**config.mk**
```make
export PLATFORM = sky130hd
export DESIGN_NAME = lfsr_prng_gen_flat
export DESIGN_NICKNAME = d
export VERILOG_FILES = /design/src/rtl/lfsr_prng_gen_if.sv /design/src/rtl/lfsr_prng_gen.sv /design/src/flat_wrapper.sv
export SDC_FILE = /design/constraint.sdc
export NUM_CORES = 1
export LEC_CHECK = 0
export BUFFER_PORTS_ARGS = -buffer_cell sky130_fd_sc_hd__buf_2
export CORE_MARGIN = 2
export CORE_UTILIZATION = 46
export CTS_CLUSTER_DIAMETER = 100
export DETAILED_ROUTE_END_ITERATION = 10
export PLACE_DENSITY = 0.87
export SYNTH_ARGS = -nofsm -noshare
export SYNTH_HDL_FRONTEND = slang
export SYNTH_SLANG_ARGS = --single-unit
```
**constraint.sdc**
```tcl
create_clock -name clk -period 1.7 [get_ports clk]
set_clock_uncertainty 0.15 [all_clocks]
set_input_delay 0.255 -clock clk [delete_from_list [all_inputs] [get_ports clk]]
set_output_delay 0.255 -clock clk [all_outputs]
set_load 0.02 [all_outputs]
```
**src/rtl/lfsr_prng_gen_if.sv**
```systemverilog
// ============================================================================
// Module      : lfsr_prng_gen_if
// Description : Control/data bundle between an LFSR noise consumer (master)
//               and the lfsr_prng_gen source (slave).
//   enable     master->slave  advance the LFSR one step
//   load       master->slave  load seed_in into the state
//   seed_in    master->slave  run-time seed (WIDTH bits)
//   inject_en  master->slave  fold parity of data into the feedback bit
//   data       master->slave  injection data (DATA_W bits)
//   out        slave->master  signed noise word (OUT_W bits)
//   valid      slave->master  warm-up complete
//   lockup     slave->master  sticky all-zero recovery flag
// Revision    : 1.0 - initial release
// ============================================================================
`default_nettype none

interface lfsr_prng_gen_if #(
  parameter int WIDTH  = 32,
  parameter int OUT_W  = 16,
  parameter int DATA_W = 2
);
  logic                     enable;
  logic                     load;
  logic [WIDTH-1:0]         seed_in;
  logic                     inject_en;
  logic [DATA_W-1:0]        data;
  logic signed [OUT_W-1:0]  out;
  logic                     valid;
  logic                     lockup;

  modport master (
    output enable, load, seed_in, inject_en, data,
    input  out, valid, lockup
  );

  modport slave (
    input  enable, load, seed_in, inject_en, data,
    output out, valid, lockup
  );
endinterface

`default_nettype wire

```
**src/rtl/lfsr_prng_gen.sv**
```systemverilog
// ============================================================================
// Module      : lfsr_prng_gen
// Description : Parametrised Fibonacci LFSR pseudo-random source with run-time
//               seed load, optional data injection into the feedback bit,
//               all-zero lockup recovery and a warm-up qualifier.
//   clk    in  clock, rising edge
//   reset  in  synchronous active-high reset
//   bus    slave modport of lfsr_prng_gen_if (enable, load, seed_in,
//          inject_en, data in; out, valid, lockup out)
// Revision    : 1.0 - initial release
// ============================================================================
`default_nettype none

module lfsr_prng_gen #(
  parameter int               WIDTH  = 32,
  parameter int               OUT_W  = 16,
  parameter logic [WIDTH-1:0] TAPS   = 32'h80200003,
  parameter logic [WIDTH-1:0] SEED   = 32'h00000001,
  parameter int               DATA_W = 2
) (
  input  wire logic          clk,
  input  wire logic          reset,
  lfsr_prng_gen_if.slave     bus
);

  localparam int CNT_W = $clog2(WIDTH + 1);
  localparam logic [CNT_W-1:0] CNT_FULL = CNT_W'(WIDTH);

  logic [WIDTH-1:0] state_q, state_d;
  logic [CNT_W-1:0] cnt_q,   cnt_d;
  logic             lockup_q, lockup_d;
  logic             fb;

  // Feedback is the tap parity, optionally perturbed by the parity of data.
  assign fb = (^(state_q & TAPS)) ^ (bus.inject_en & (^bus.data));

  always_comb begin
    state_d  = state_q;
    cnt_d    = cnt_q;
    lockup_d = lockup_q;
    if (bus.load) begin
      state_d  = bus.seed_in;
      cnt_d    = '0;
      lockup_d = 1'b0;
    end else if (bus.enable && (state_q == '0)) begin
      // An all-zero state can never leave zero on its own (without injection
      // it is a fixed point), so recover unconditionally rather than shift.
      state_d  = SEED;
      cnt_d    = '0;
      lockup_d = 1'b1;
    end else if (bus.enable) begin
      state_d = {state_q[WIDTH-2:0], fb};
      if (cnt_q != CNT_FULL) begin
        cnt_d = cnt_q + 1'b1;
      end
    end
  end

  always_ff @(posedge clk) begin
    if (reset) begin
      state_q  <= SEED;
      cnt_q    <= '0;
      lockup_q <= 1'b0;
    end else begin
      state_q  <= state_d;
      cnt_q    <= cnt_d;
      lockup_q <= lockup_d;
    end
  end

  assign bus.out    = $signed(state_q[WIDTH-1 -: OUT_W]);
  assign bus.valid  = (cnt_q == CNT_FULL);
  assign bus.lockup = lockup_q;

endmodule

`default_nettype wire

```
**src/flat_wrapper.sv**
```systemverilog
// flat-port wrapper written by rule: the top's interface ports become plain ports
module lfsr_prng_gen_flat 
#(
  parameter int               WIDTH  = 32,
  parameter int               OUT_W  = 16,
  parameter logic [WIDTH-1:0] TAPS   = 32'h80200003,
  parameter logic [WIDTH-1:0] SEED   = 32'h00000001,
  parameter int               DATA_W = 2
)
  (clk, reset, bus_enable, bus_load, bus_seed_in, bus_inject_en, bus_data, bus_out, bus_valid, bus_lockup);
  lfsr_prng_gen_if #(.WIDTH(WIDTH), .OUT_W(OUT_W), .DATA_W(DATA_W)) bus_i ();
  input  wire logic clk;
  input  wire logic reset;
  input wire logic [$bits(bus_i.enable)-1:0] bus_enable;
  input wire logic [$bits(bus_i.load)-1:0] bus_load;
  input wire logic [$bits(bus_i.seed_in)-1:0] bus_seed_in;
  input wire logic [$bits(bus_i.inject_en)-1:0] bus_inject_en;
  input wire logic [$bits(bus_i.data)-1:0] bus_data;
  output wire logic [$bits(bus_i.out)-1:0] bus_out;
  output wire logic [$bits(bus_i.valid)-1:0] bus_valid;
  output wire logic [$bits(bus_i.lockup)-1:0] bus_lockup;
  assign bus_i.enable = bus_enable;
  assign bus_i.load = bus_load;
  assign bus_i.seed_in = bus_seed_in;
  assign bus_i.inject_en = bus_inject_en;
  assign bus_i.data = bus_data;
  assign bus_out = bus_i.out;
  assign bus_valid = bus_i.valid;
  assign bus_lockup = bus_i.lockup;
  lfsr_prng_gen #(.WIDTH(WIDTH), .OUT_W(OUT_W), .TAPS(TAPS), .SEED(SEED), .DATA_W(DATA_W)) u_core (.clk(clk), .reset(reset), .bus(bus_i));
endmodule
```
Word level (Yosys, flattened, before mapping)

Index checks and enable logic that the tools add are counted.

Logic and storage cells: 19
Register bits: 39
Output and inout port bits: 18
Bits of input ports: 39

Equal/unequal tests: 2
Mux-type cells: 3
Add/subtract/negate cells: 1
Reduce and logical (&&, ||, !) cells: 8
Bitwise gates (word level): 2

Operators with widths:

| operator            | number |
|---|---|
| $mux 32             | 3 |
| $logic_not 32->1    | 1 |
| $reduce_xor 32->1   | 1 |
| $add 6x1->6 const B | 1 |
| $eq 6x6->1 const B  | 1 |
| $ne 6x6->1 const B  | 1 |
| $reduce_bool 3->1   | 1 |
| $reduce_or 3->1     | 1 |
| $reduce_and 2->1    | 1 |
| $reduce_or 2->1     | 1 |
| $reduce_xor 2->1    | 1 |
| $and 1x1->1         | 1 |
| $logic_and 1x1->1   | 1 |
| $xor 1x1->1         | 1 |

Logic depth before layout (Yosys ltp)

Word-level depth: 6
Mapped depth: 7
Mapped depth without buffers: 6

Least setup slack after synthesis

No wires, ideal clock.

Path type: register -> register
Start point: register u_core.state_q[0]
End point: register u_core.state_q[10]
Path slack: 0.024 ns
Cell stages (with the launch flop): 8
Setup time: 0.071 ns
Clock period less this slack: 1.676 ns
Path buffers: 1
Arrival time: 1.455 ns
Cell sequence: dfxtp_1 > inv_1 > ha_1 > and4bb_1 > and4_4 > a211oi_4 > buf_6 > o2bb2ai_1

Word-level cells in the longest chain between the ends: 4
Elaborated cells between the ends (all ways): 5

Ends and longest elaborated chain:

| element                | line                | text |
|---|---|---|
| from (decl)            | lfsr_prng_gen.sv:29 | `logic [WIDTH-1:0] state_q, state_d;` |
| from (signal assigned) | lfsr_prng_gen.sv:65 | `state_q <= state_d;` |
| $logic_not 32->1 (*)   | lfsr_prng_gen.sv:45 | `end else if (bus.enable && (state_q == '0)) begin` |
| $logic_and 1x1->1 (*)  | lfsr_prng_gen.sv:45 |  |
| $mux 32                | lfsr_prng_gen.sv:45 |  |
| $mux 32                | lfsr_prng_gen.sv:41 | `if (bus.load) begin` |

Mark *: on every way between the ends. The rest lies on a longest branch, timed or not.
A chain may end at the register's enable or synchronous reset.

Final worst setup path

Start point: register u_core.state_q[1]
End point: register u_core.state_q[20]

Same word-level chain as after synthesis.

==> run_results.csv <==
group,metric,value,unit
routing,via_per_inst,5.66,
routing,drcViolationCount,0,
timing,finalCritPeriodShare,107,%
yosys,synth_top_area_cell,"dfxtp_1",
yosys,synth-adder-area-share,1.87,%
yosys,synth_seq_cells,39,
global_route,grt_pass1_wl,8.99,mm
setup_path,r2r-start,"u_core.state_q[1]",
yosys,syn_area,2010,µm²
yosys,syn_avg_cell_area,9.01,µm²
timing,worst_pin_slew,0.456,ns
die,io_pins,57,
yosys,synth_compound_area_share,25.5,%
timing,whs,0.0768,ns
yosys,synth-async-reset-ratio,0,%
outcome,status,"finished, violations left",
global_route,grt_max_degree,36,
yosys,post_synth_and_or_nand_nor_area_fraction,17.4,%
yosys,synth_edf_count,0,
setup_path,arrival,1.90,ns
finish,syn_to_final_growth,37.4,%
timing,slew_viol_final,0,
die,die_area,4910,µm²
yosys,synth_top_family_by_area,"compound AO/OA/AOI/OAI gates",
die,initial_core_util,47.1,%
yosys,seq_area_frac_synth,38.9,%
clock_tree,cts_tree,"yes",
routing,ant_nets,0,
routing,drtPass1Iterations,5,
routing,drt_iter0_markers,171,
yosys,ys.flop_type,"dfxtp_1",
clock_tree,ctsLongestPathBuffers,2,
power_and_ir_drop,leakage,0.00130,µW
timing,worst_slack,-0.118,ns
min_path,hold_path_startpoint,"bus_seed_in[16]",
global_route,grt_pass1_vias,1978,
yosys,yosys.area.top_type_share,38.9,%
clock_tree,root_buffer,"clkbuf_8",
routing,met2WireLength,2.79,mm
global_route,overflow,0,
timing,rsz0062_at_grt,"true",
placed_design,io_buffers,56,
yosys,yosys_warnings,0,
setup_path,critPathMaxFanout,8,
clock_tree,htree_num_levels,2,
timing,setup_viol,22,
setup_path,crit_type,"flip-flop to flip-flop",
die,core_area,4260,µm²
routing,top_layer,"met4",
die,die_x,70.1,µm
timing,fin_crit,1.82,ns
clock_tree,clk_latency,0.30,ns
finish,fillers,325,
global_route,grt_antenna_before_repair,0,
finish,diodes,0,
routing,routedWlPerCell,16.3,µm
timing,tns,-1.25,ns
power_and_ir_drop,totalPowerFinal,2120,µW
yosys,syn_inst,223,
timing,max-slew-margin-rel,69.6,%
routing,wl_met3,326,µm
yosys,muxShareOfSynthArea,0.498,%
placed_design,place_congestion,0.776,
power_and_ir_drop,ir_drop,0.000469,V
yosys,synth_xor_xnor_area_share,3.49,%
setup_path,worstPathRequired,1.78,ns
yosys,synthesis.nets,265,
clock_tree,clk_pin_slew,0.08,ns
routing,wirelength,5.71,mm
run,max-cap-violations,0,
clock_tree,clock_sinks,39,
routing,routedLengthMet1,2.50,mm
clock_tree,numCtsBuffers,5,
min_path,min_path_type,"input pin to flip-flop",
finish,mostFrequentLayoutCell,"buf_2",
yosys,synth.area.top_cells,"dfxtp_1, o2bb2ai_1, and3_1",
timing,hold_viol_final,0,
yosys,synth.distinct_cells,31,
placed_design,hpwlAfterDp,3.45,mm
setup_path,end_kind,"flip-flop",
die,num_rows,24,
die,die_h,70.1,µm
timing,timing.fmax,0.550,GHz
routing,dr_total_vias,1980,
finish,final_cell_mix,"buf_2, buf_4, a21oi_1, dfxtp_1, and3_1",
outcome,violations,"negative setup slack",
finish,fin_nets,339,
global_route,track_usage,22.9,%
setup_path,start_kind,"flip-flop",
power_and_ir_drop,power.density,767,nW/µm²
finish,layout-drive-gt1-share,47.0,%
setup_path,cp-startpoint,"u_core.state_q[1]",
## timing repair
action,CTS,global route
hold buffers,0,0
buffers inserted,7,0
pin swaps,5,6
resized for setup,23,17
endpoints found under the setup margin,37,38
cloned,2,0
## cell families after synthesis
family	count (synthesis)
compound gates	73
simple gates	57
buf+inv	42
flops	39
xor+xnor	8
fa+ha+maj	3
mux	1
## flip-flops by register name, indices dropped and copies added (netlist names)
register,count
u_core.state_q,32
u_core.cnt_q,6
u_core.bus.lockup,1
## metal layers
metal	vias to the layer above	track usage, %
li1	961	-
met1	938	29.0
met2	70	38.6
met3	11	5.48
met4	0	6.84
met5	-	0
## Yosys cell counts, drive strengths merged, types with 2 or more instances
cell type and n:
a21oi 36, and3 31, and4 3, buf 20, clkbuf 14, dfxtp 39
ha 3, inv 7, nand3 2, nor2 8, nor4 7, o2bb2ai 31
xnor2 4, xor2 4
## metrics by stage
stage	setup WS (ns)	cells	util, %	instance area, µm²
after detailed placement	-0.680	334	56.6	2410
after global routing	-0.180	350	64.7	2760
after floorplan	0.0237	223	-	2010
after CTS	-0.0741	351	63.4	2700
final	-0.118	350	64.7	2760
after global placement	-0.650	334	56.6	2410
## worst paths after layout
| check | to | slack [ns] | cells after the start |
|---|---|---|---|
| max | u_core.state_q[20] | -0.12 | 8 |
| min | u_core.state_q[16] | 0.08 | 3 |
| max reg2reg | u_core.state_q[20] | -0.12 | 8 |
| min reg2reg | u_core.state_q[2] | 0.33 | 1 |
## worst max-delay path, stage by stage (launching register included)
cell and delay [ns]:
dfxtp_2 0.34, inv_2 0.05, ha_4 0.15, and4bb_1 0.19, and4_4 0.21, a211oi_4 0.26
buf_6 0.15, buf_12 0.13, o2bb2ai_4 0.11
## power by group
group	switching, µW	internal (µW)
combinational	251	242
sequential	39.0	968
clock	330	288
total	620	1500
## final cells by class
class	count	area [µm²]	area share (%)
inverters	8	30.0	1.09
clock buffers	7	76.3	2.77
flip-flops and latches	39	785	28.4
repair buffers	100	646	23.4
well taps	52	65.1	2.36
clock inverters	1	5.00	0.181
multi-input cells	143	1150	41.8
No activity file was read; power rests on OpenSTA's default activity.
